<file path="config.mk">
export PLATFORM = sky130hd
export DESIGN_NAME = led_activity
export DESIGN_NICKNAME = d
export VERILOG_FILES = /design/src/rtl/led_activity_pkg.sv /design/src/rtl/led_act_stretch.sv /design/src/rtl/led_activity.sv
export SDC_FILE = /design/constraint.sdc
export NUM_CORES = 1
export LEC_CHECK = 0
export ABC_CLOCK_PERIOD_IN_PS = 3670
export CORE_UTILIZATION = 55
export DETAILED_ROUTE_END_ITERATION = 16
export PLACE_DENSITY_LB_ADDON = 0.25
export RECOVER_POWER = 50
export SLEW_MARGIN = 20
export SYNTH_ARGS = -nofsm -noshare
export SYNTH_HDL_FRONTEND = slang
export SYNTH_HIERARCHICAL = 1
export SYNTH_SLANG_ARGS = --single-unit
</file>
<file path="constraint.sdc">
create_clock -name i_clk -period 3.67 [get_ports i_clk]
set_clock_uncertainty 0.1 [all_clocks]
set_input_delay 0.5505 -clock i_clk [delete_from_list [all_inputs] [get_ports i_clk]]
set_output_delay 0.5505 -clock i_clk [all_outputs]
set_load 0.02 [all_outputs]
</file>
<file path="src/rtl/led_activity_pkg.sv">
// Shared constants and types for the board LED activity/link indicator block.
package led_activity_pkg;

   localparam logic LED_ON  = 1'b1;
   localparam logic LED_OFF = 1'b0;

   typedef enum logic [1:0] {
      ST_IDLE = 2'b00,
      ST_ON   = 2'b01,
      ST_GAP  = 2'b10
   } act_st_e;

   localparam int unsigned CLK_HZ       = 32'd60000000;
   localparam int unsigned DEF_ON_CYC   = CLK_HZ / 32'd20;
   localparam int unsigned DEF_OFF_CYC  = CLK_HZ / 32'd20;
   localparam int unsigned DEF_LINK_DEB = CLK_HZ / 32'd100;

   // Width able to hold max(a,b)-1, never below one bit.
   function automatic int unsigned cnt_width(input int unsigned a, input int unsigned b);
      int unsigned m;
      m = (a > b) ? a : b;
      return (m > 32'd1) ? unsigned'($clog2(m)) : 32'd1;
   endfunction

endpackage

</file>
<file path="src/rtl/led_act_stretch.sv">
// Stretches single-cycle activity strobes into a visible blink with a
// minimum on-time and forced off-gap; strobes seen while busy are remembered.
module led_act_stretch
   import led_activity_pkg::*;
#(
   parameter int unsigned P_ON_CYC  = DEF_ON_CYC,
   parameter int unsigned P_OFF_CYC = DEF_OFF_CYC
) (
   input  logic i_clk,
   input  logic i_res_n,
   input  logic i_act,
   output logic o_led
);

   localparam int unsigned     CW       = cnt_width(P_ON_CYC, P_OFF_CYC);
   localparam logic [CW-1:0]   ON_LOAD  = CW'(P_ON_CYC - 32'd1);
   localparam logic [CW-1:0]   OFF_LOAD = CW'(P_OFF_CYC - 32'd1);
   localparam logic [CW-1:0]   CNT_ONE  = CW'(32'd1);
   localparam logic [CW-1:0]   CNT_ZERO = {CW{1'b0}};

   act_st_e        st_q, st_d;
   logic [CW-1:0]  cnt_q, cnt_d;
   logic           pend_q, pend_d;
   logic           led_q, led_d;

   // Next-state logic for the blink FSM, its timer and the pending flag.
   always_comb begin
      st_d   = st_q;
      cnt_d  = cnt_q;
      pend_d = pend_q;
      case (st_q)
         ST_IDLE: begin
            if (i_act) begin
               st_d  = ST_ON;
               cnt_d = ON_LOAD;
            end else begin
               st_d  = ST_IDLE;
            end
         end
         ST_ON: begin
            pend_d = pend_q | i_act;
            if (cnt_q == CNT_ZERO) begin
               st_d  = ST_GAP;
               cnt_d = OFF_LOAD;
            end else begin
               cnt_d = cnt_q - CNT_ONE;
            end
         end
         ST_GAP: begin
            if (cnt_q == CNT_ZERO) begin
               // A strobe on the very last gap cycle still earns a new blink.
               pend_d = 1'b0;
               if (pend_q | i_act) begin
                  st_d  = ST_ON;
                  cnt_d = ON_LOAD;
               end else begin
                  st_d  = ST_IDLE;
               end
            end else begin
               pend_d = pend_q | i_act;
               cnt_d  = cnt_q - CNT_ONE;
            end
         end
         default: begin
            st_d   = ST_IDLE;
            cnt_d  = CNT_ZERO;
            pend_d = 1'b0;
         end
      endcase
      led_d = (st_d == ST_ON) ? LED_ON : LED_OFF;
   end

   // State, timer, pending flag and LED output registers.
   always_ff @(posedge i_clk) begin
      if (!i_res_n) begin
         st_q   <= ST_IDLE;
         cnt_q  <= CNT_ZERO;
         pend_q <= 1'b0;
         led_q  <= LED_OFF;
      end else begin
         st_q   <= st_d;
         cnt_q  <= cnt_d;
         pend_q <= pend_d;
         led_q  <= led_d;
      end
   end

   assign o_led = led_q;

endmodule

</file>
<file path="src/rtl/led_activity.sv">
// RX/TX LED request generator: stretched activity blink on bit 1 and a
// synchronised, debounced link/health indicator on bit 0 of each channel.
module led_activity
   import led_activity_pkg::*;
#(
   parameter int unsigned P_ON_CYC   = DEF_ON_CYC,
   parameter int unsigned P_OFF_CYC  = DEF_OFF_CYC,
   parameter int unsigned P_LINK_DEB = DEF_LINK_DEB
) (
   input  logic       i_clk,
   input  logic       i_res_n,
   input  logic       i_rx_act,
   input  logic       i_tx_act,
   input  logic       i_rx_los,
   input  logic       i_tx_fault,
   output logic [1:0] o_rx_led,
   output logic [1:0] o_tx_led
);

   localparam int unsigned   DW       = (P_LINK_DEB > 32'd1) ? unsigned'($clog2(P_LINK_DEB)) : 32'd1;
   localparam logic [DW-1:0] DEB_LAST = DW'(P_LINK_DEB - 32'd1);
   localparam logic [DW-1:0] DEB_ONE  = DW'(32'd1);
   localparam logic [DW-1:0] DEB_ZERO = {DW{1'b0}};

   // Index 0 is the RX channel (LOS), index 1 the TX channel (fault).
   logic [1:0]         sync1_q, sync2_q;
   logic [1:0]         lnk_q, lnk_d;
   logic [1:0][DW-1:0] deb_q, deb_d;
   logic               rx_act_led, tx_act_led;

   led_act_stretch #(
      .P_ON_CYC  (P_ON_CYC),
      .P_OFF_CYC (P_OFF_CYC)
   ) u_rx_act (
      .i_clk   (i_clk),
      .i_res_n (i_res_n),
      .i_act   (i_rx_act),
      .o_led   (rx_act_led)
   );

   led_act_stretch #(
      .P_ON_CYC  (P_ON_CYC),
      .P_OFF_CYC (P_OFF_CYC)
   ) u_tx_act (
      .i_clk   (i_clk),
      .i_res_n (i_res_n),
      .i_act   (i_tx_act),
      .o_led   (tx_act_led)
   );

   // Debounce: the LED only follows a status that has disagreed with it for
   // P_LINK_DEB consecutive cycles; LED polarity is the inverse of the pin.
   always_comb begin
      lnk_d = lnk_q;
      deb_d = deb_q;
      for (int ch = 0; ch < 2; ch++) begin
         if (~sync2_q[ch] != lnk_q[ch]) begin
            if (deb_q[ch] == DEB_LAST) begin
               lnk_d[ch] = ~lnk_q[ch];
               deb_d[ch] = DEB_ZERO;
            end else begin
               deb_d[ch] = deb_q[ch] + DEB_ONE;
            end
         end else begin
            deb_d[ch] = DEB_ZERO;
         end
      end
   end

   // Synchronisers reset to the "bad" level so link LEDs start dark.
   always_ff @(posedge i_clk) begin
      if (!i_res_n) begin
         sync1_q <= 2'b11;
         sync2_q <= 2'b11;
         lnk_q   <= {LED_OFF, LED_OFF};
         deb_q   <= {(2*DW){1'b0}};
      end else begin
         sync1_q <= {i_tx_fault, i_rx_los};
         sync2_q <= sync1_q;
         lnk_q   <= lnk_d;
         deb_q   <= deb_d;
      end
   end

   assign o_rx_led = {rx_act_led, lnk_q[0]};
   assign o_tx_led = {tx_act_led, lnk_q[1]};

endmodule
</file>
==> impl_metrics.csv, run 1 <==
group,metric,value,unit
status,status,"finished, violations left",
status,violations,"capacitance limit, slew limit",
synthesis,syn-mean-instance-area,8.73,um2
layout,diodes,0,
die,die_w,100,um
grt,grt_pass1_wl,18700,um
pwr,clkPwrFrac,0.287,
grt,grt_use_total,0.228,
routing,routed_via_density,6.16,
timing,setup_violations,0,
synthesis,synthArstFlopShare,0,
timing,min_period,2.95,ns
worst_hold_path,worst_hold_path_type,"flip-flop to flip-flop",
pwr,ir_drop,0.247,mV
routing,routedWlPerCell,15.3,um
die,die_h,100,um
setup_path,cp_slowest_stage_delay,0.82,ns
layout,drive_above_1_share,0.0962,
pwr,p_switching,0.717,mW
setup_path,path_cells,"dlygate4sd3_1 > clkbuf_1 > and2_0 > o21ai_0 > a21oi_1",
clock_tree,tritoncts,"built",
setup_path,timing.critical_path.from_type,"input port",
setup_path,cp_slowest_cell,"dlygate4sd3_1",
clock_tree,clock_sinks,98,
synthesis,synthesis.nets,626,
synthesis,synth_ff_type,"dfxtp_1",
synthesis,yosysWarningCount,6,
pwr,power_density,400,nW/um2
timing,totalNegativeSetupSlack,0,ns
worst_hold_path,hold_start,"sync1_q[0]",
clock_tree,cts-root-buf,"clkbuf_8",
synthesis,syn_area,5290,um2
die,fp.coreArea,9280,um2
grt,antenna_found_initial,0,
timing,fin_hold_ws,0.337,ns
layout,area_growth,5.89,%
clock_tree,htreeDepth,3,
routing,drt-total-wl,11400,um
pwr,p_total,2.24,mW
die,start_util,0.570,
die,pin_count,10,
clock_tree,cts_hold_buf,0,
die,die-area,10000,um2
setup_path,crit_path_end_kind,"flip-flop",
clock_tree,clk_pin_slew_worst_paths,0.10,ns
timing,fmax,0.339,GHz
setup_path,worstPathArrival,3.13,ns
place,io_buffer_count,9,
synthesis,yosysUniqueCellTypes,59,
setup_path,setup.worst_path.class,"input port to flip-flop",
pwr,p_comb_frac,0.185,
routing,first_pass_iters,5,
setup_path,cp_max_fo,17,
synthesis,synth_edf_count,0,
timing,rsz0062_at_grt,"false",
synthesis,syn_inst,606,
synthesis,yosysSeqAreaShare,0.371,
timing,drv_slew,36,
timing,tightestPinTransition,1.83,ns
grt,gr-total-overflow,0,
clock_tree,cts_buffers,9,
place,globalplace.congestion,0.851,
pwr,leakage,1.95,nW
routing,vias,4569,
setup_path,cp-startpoint,"i_res_n",
die,rows,35,
place,place_hpwl,8080,um
layout,fin_nets,629,
synthesis,synth_seq_cells,98,
setup_path,r2r-start,"deb_q[0]",
pwr,internal-power,1.52,mW
timing,max-slew-margin-rel,-0.235,
clock_tree,clock_path_buffers,2,
grt,grt_max_degree,18,
routing,initialDrtViolationCount,267,
routing,drtAntennaViolNets,0,
timing,hold_violations,0,
setup_path,worstPathRequired,3.85,ns
job,maxCapViolations,2,
clock_tree,cts.repair.resized,0,
clock_tree,cts_setup_buffers,0,
routing,remaining_drc_errors,0,
grt,grt_pass1_vias,4159,
pwr,switching_share,0.320,
clock_tree,clk_latency,0.36,ns
pwr,sequentialPowerShare,0.528,
timing,period_share,0.804,
per-layer routing:
metal	GRT usage	part of all wire
met5	0	0
met4	0.0858	0.013
met3	0.0362	0.038
met2	0.383	0.47
met1	0.296	0.48
flip-flops by register name, summed over array words and instances, names as in the netlist:
register,flops
deb_q,40
u_tx_act/pend_q,1
lnk_q,2
u_tx_act/o_led,1
u_rx_act/cnt_q,22
u_rx_act/st_q,2
u_tx_act/st_q,2
u_rx_act/pend_q,1
sync2_q,2
u_rx_act/o_led,1
sync1_q,2
u_tx_act/cnt_q,22
critical path: cells and delay by family:
family,cells,cell delay [ns]
AO/OA/AOI/OAI,2,0.99
buffers and inverters,2,1.27
AND/OR/NAND/NOR,1,0.31
through the flow:
stage                     cells  utilization  instance area (um2)  setup WS, ns
final                       742        0.603                 5600         0.721
after global routing        742        0.603                 5600         0.423
after CTS                   742        0.605                 5620          1.03
after detailed placement    727        0.586                 5440         0.768
after global placement      727        0.586                 5440         0.845
after floorplan             606            -                 5290          1.65
final timing paths:
check | end | slack [ns] | depth (start not counted)
worst max-delay path | deb_q[39] | 0.72 | 5
worst min-delay path | sync2_q[0] | 0.34 | 1
worst max register to register | deb_q[5] | 0.74 | 5
worst min register to register | sync2_q[0] | 0.34 | 1
logic make-up (layout without fill, tap and decap cells):
| logic type | count (synthesis) | after routing | share of synthesized area |
|---|---|---|---|
| XOR/XNOR | 30 | 30 | 0.0497 |
| buffers and inverters | 41 | 48 | 0.0369 |
| adder cells (fa/ha/maj) | 14 | 14 | 0.0331 |
| AND/OR/NAND/NOR | 258 | 258 | 0.296 |
| flip-flops | 98 | 98 | 0.371 |
| multiplexers | 2 | 2 | 0.00379 |
| AO/OA/AOI/OAI | 163 | 163 | 0.209 |
power groups by stage:
stage	clock (mW)	sequential (mW)	combinational, mW
floorplan	0	1.19	0.332
global placement	0	1.20	0.395
detailed placement	0	1.20	0.409
CTS	0.657	1.18	0.409
global route	0.698	1.19	0.455
finish	0.641	1.18	0.414
placed cells by master (no fill, tap or decap), types with 12 or more instances in the layout:
cell	n
nor3_1	28
nand2b_1	16
dfxtp_1	98
o21ai_0	42
o31ai_1	18
inv_1	22
a21o_1	12
nand4_1	14
or4_1	16
nand2_1	29
ha_1	14
xnor2_1	21
nor2_1	62
a21oi_1	34
nand3_1	18
cell type report:
cell class | instances | area (um2)
Timing Repair Buffer | 11 | 101
Clock inverter | 6 | 51.3
Inverter | 22 | 82.6
Clock buffer | 9 | 124
Tap cell | 129 | 161
Multi-Input combinational cell | 467 | 3120
Sequential cell | 98 | 1960
Fill cell | 821 | 3680
synth_stat cells (5+ instances only):
| master | number | area share |
|---|---|---|
| a21o_1 | 12 | 0.017 |
| a21oi_1 | 34 | 0.032 |
| a22o_1 | 6 | 0.0099 |
| and2_1 | 7 | 0.0083 |
| and3_1 | 9 | 0.011 |
| and4_1 | 5 | 0.0083 |
| buf_2 | 9 | 0.0085 |
| buf_4 | 8 | 0.011 |
| dfxtp_1 | 98 | 0.37 |
| ha_1 | 14 | 0.033 |
| inv_1 | 22 | 0.016 |
| nand2_1 | 29 | 0.021 |
| nand2b_1 | 16 | 0.019 |
| nand3_1 | 18 | 0.017 |
| nand3_2 | 5 | 0.0095 |
| nand4_1 | 14 | 0.017 |
| nor2_1 | 62 | 0.044 |
| nor3_1 | 28 | 0.026 |
| nor4_1 | 8 | 0.0095 |
| o21a_1 | 6 | 0.0085 |
| o21ai_0 | 40 | 0.038 |
| o21ai_2 | 8 | 0.013 |
| o31ai_1 | 18 | 0.026 |
| o41ai_1 | 6 | 0.0099 |
| or4_1 | 16 | 0.023 |
| xnor2_1 | 21 | 0.035 |
| xor2_1 | 9 | 0.015 |
(Power assumes the default switching activity.)
==> inputs of run 2 (changes only) <==
--- a/config.mk
+++ b/config.mk
@@ -5,7 +5,7 @@
 export SDC_FILE = /design/constraint.sdc
 export NUM_CORES = 1
 export LEC_CHECK = 0
-export ABC_CLOCK_PERIOD_IN_PS = 3670
+export ABC_CLOCK_PERIOD_IN_PS = 3000
 export CORE_UTILIZATION = 55
 export DETAILED_ROUTE_END_ITERATION = 16
 export PLACE_DENSITY_LB_ADDON = 0.25
==> constraint.sdc (replaced) <==
create_clock -name i_clk -period 3 [get_ports i_clk]
set_clock_uncertainty 0.1 [all_clocks]
set_input_delay 0.45 -clock i_clk [delete_from_list [all_inputs] [get_ports i_clk]]
set_output_delay 0.45 -clock i_clk [all_outputs]
set_load 0.02 [all_outputs]
==> run 2 against run 1 <==
Net effect: the run now ends clean; wire length down 3.8%; global-route usage decreased by 0.11 points; worst hold slack lost 0.015 ns; first-iteration DRC count down 29%; non-clock buffer count up 3; combinational power rose by 21%; sequential power grew 22%; sequential cell count stayed put.
==> impl_metrics.csv, run 2 (synthesized netlist as in run 1, its figures left out) <==
group,metric,value,unit
timing,fmax,0.373,GHz
grt,grt_pass1_wl,18700,um
pwr,ir_drop,0.258,mV
setup_path,cp_slowest_stage_delay,0.73,ns
setup_path,cp_max_fo,11,
layout,largestRegisters,"deb_q (40), u_rx_act/cnt_q (22), u_tx_act/cnt_q (22)",
timing,rsz0062_at_grt,"false",
pwr,power_density,489,nW/um2
timing,tightestPinTransition,1.18,ns
routing,routed_via_density,6.06,
layout,largest_reg_flops,40,
setup_path,crit_end,"u_rx_act/cnt_q[15]",
layout,drive_above_1_share,0.102,
timing,max-slew-margin-rel,0.206,
setup_path,path_cells,"inv_1 > ha_1 > nor4b_1 > and2_0 > a21oi_1 > o21ai_0 > a221o_1",
clock_tree,clk_pin_slew_worst_paths,0.10,ns
setup_path,cp_slowest_cell,"a21oi_1",
grt,antenna_found_initial,0,
timing,hold_violations,0,
layout,final_common_cell,"dfxtp_1",
routing,remaining_drc_errors,0,
timing,totalNegativeSetupSlack,0,ns
grt,grt_max_degree,19,
grt,grt_use_total,0.227,
layout,top_register,"deb_q",
clock_tree,clock_sinks,98,
clock_tree,cts_setup_buffers,0,
setup_path,r2r_setup_slack,0.32,ns
routing,initialDrtViolationCount,189,
die,die_w,100,um
setup_path,timing.critical_path.from_type,"flip-flop",
routing,first_pass_iters,5,
clock_tree,cts.repair.resized,0,
clock_tree,tritoncts,"built",
setup_path,crit_path_end_kind,"flip-flop",
layout,area_growth,6.48,%
grt,gr-total-overflow,0,
setup_path,cp-startpoint,"u_rx_act/cnt_q[0]",
die,rows,35,
timing,drv_slew,0,
die,fp.coreArea,9280,um2
setup_path,worstPathRequired,3.16,ns
place,globalplace.congestion,0.898,
place,io_buffer_count,9,
routing,drtAntennaViolNets,0,
die,die_h,100,um
routing,routedWlPerCell,14.6,um
layout,layout_common_cells,"dfxtp_1, nor2_1, o21ai_0",
routing,drt-total-wl,10900,um
job,maxCapViolations,0,
clock_tree,cts_hold_buf,0,
layout,fin_nets,632,
die,start_util,0.570,
pwr,leakage,1.98,nW
timing,period_share,0.894,
clock_tree,htreeDepth,3,
clock_tree,clk_latency,0.37,ns
routing,vias,4524,
timing,setup_violations,0,
layout,diodes,0,
setup_path,r2r-start,"u_rx_act/cnt_q[0]",
clock_tree,clock_path_buffers,2,
die,die-area,10000,um2
setup_path,worstPathArrival,2.84,ns
setup_path,setup.worst_path.class,"flip-flop to flip-flop",
clock_tree,cts_buffers,9,
timing,fin_hold_ws,0.321,ns
setup_path,worst-r2r-cell-count,7,
timing,min_period,2.68,ns
place,place_hpwl,7790,um
worst_hold_path,worst_hold_path_type,"flip-flop to flip-flop",
clock_tree,cts-root-buf,"clkbuf_8",
setup_path,timing.rr.end,"u_rx_act/cnt_q[15]",
die,pin_count,10,
grt,grt_pass1_vias,4185,
status,status,"finished, final reports clean",
run 2: cell count changes in the layout (fill, tap and decap cells not counted), moves of 2 or more:
cell | before | now
buf_4 | 1 | 4
o21ai_0 | 42 | 40
o21ai_1 | 2 | 4
clkinv_4 | 1 | 3
clkinvlp_4 | 3 | 0
run 2: metrics by stage:
step	area [um2]	worst slack [ns]	cells	power, mW	utilization
after floorplan	5290	0.981	606	1.86	-
after global placement	5470	0.463	730	1.95	0.589
after detailed placement	5470	0.361	730	1.97	0.589
after CTS	5650	0.402	746	2.78	0.608
after global routing	5630	0.145	746	2.90	0.607
final	5630	0.319	746	2.75	0.607
run 2: cell type report:
class / count / area [um2]
tap: 129 / 161
sequential: 98 / 1960
clock inverter: 7 / 60.1
inverter: 22 / 82.6
fill: 826 / 3650
multi-input combinational: 467 / 3120
timing repair buffer: 14 / 124
clock buffer: 9 / 124
run 2: report_power, final:
| part | total [mW] | switching, mW | leakage [nW] | internal [mW] |
|---|---|---|---|---|
| clock network | 0.806 | 0.490 | 0.0961 | 0.316 |
| registers | 1.44 | 0.0768 | 0.800 | 1.37 |
| logic | 0.503 | 0.314 | 1.09 | 0.188 |
| total | 2.75 | 0.881 | 1.98 | 1.87 |
run 2: worst min path at each step:
stage / endpoint / slack [ns] / startpoint / depth (start not counted)
after floorplan: sync2_q[0] / 0.29 / sync1_q[0] / 1
after global placement: sync2_q[0] / 0.30 / sync1_q[0] / 1
after detailed placement: sync2_q[0] / 0.31 / sync1_q[0] / 1
after CTS: sync2_q[0] / 0.33 / sync1_q[0] / 1
after global routing: sync2_q[1] / 0.33 / sync1_q[1] / 1
final: sync2_q[1] / 0.32 / sync1_q[1] / 1
run 2: layer usage:
metal  vias up  track usage  routed length, um
li1       2269            -                  -
met1      2153        0.289               5160
met2        86        0.394               5230
met3        16       0.0292                357
met4         0       0.0814                174
met5         -            0                  0
run 2: worst max-delay path: cells and delay by family, from the launching register on:
family	cells	cell delay, ns
flops	1	0.40
compound gates	3	1.28
simple gates	2	0.47
fa+ha+maj	1	0.22
buf+inv	1	0.10
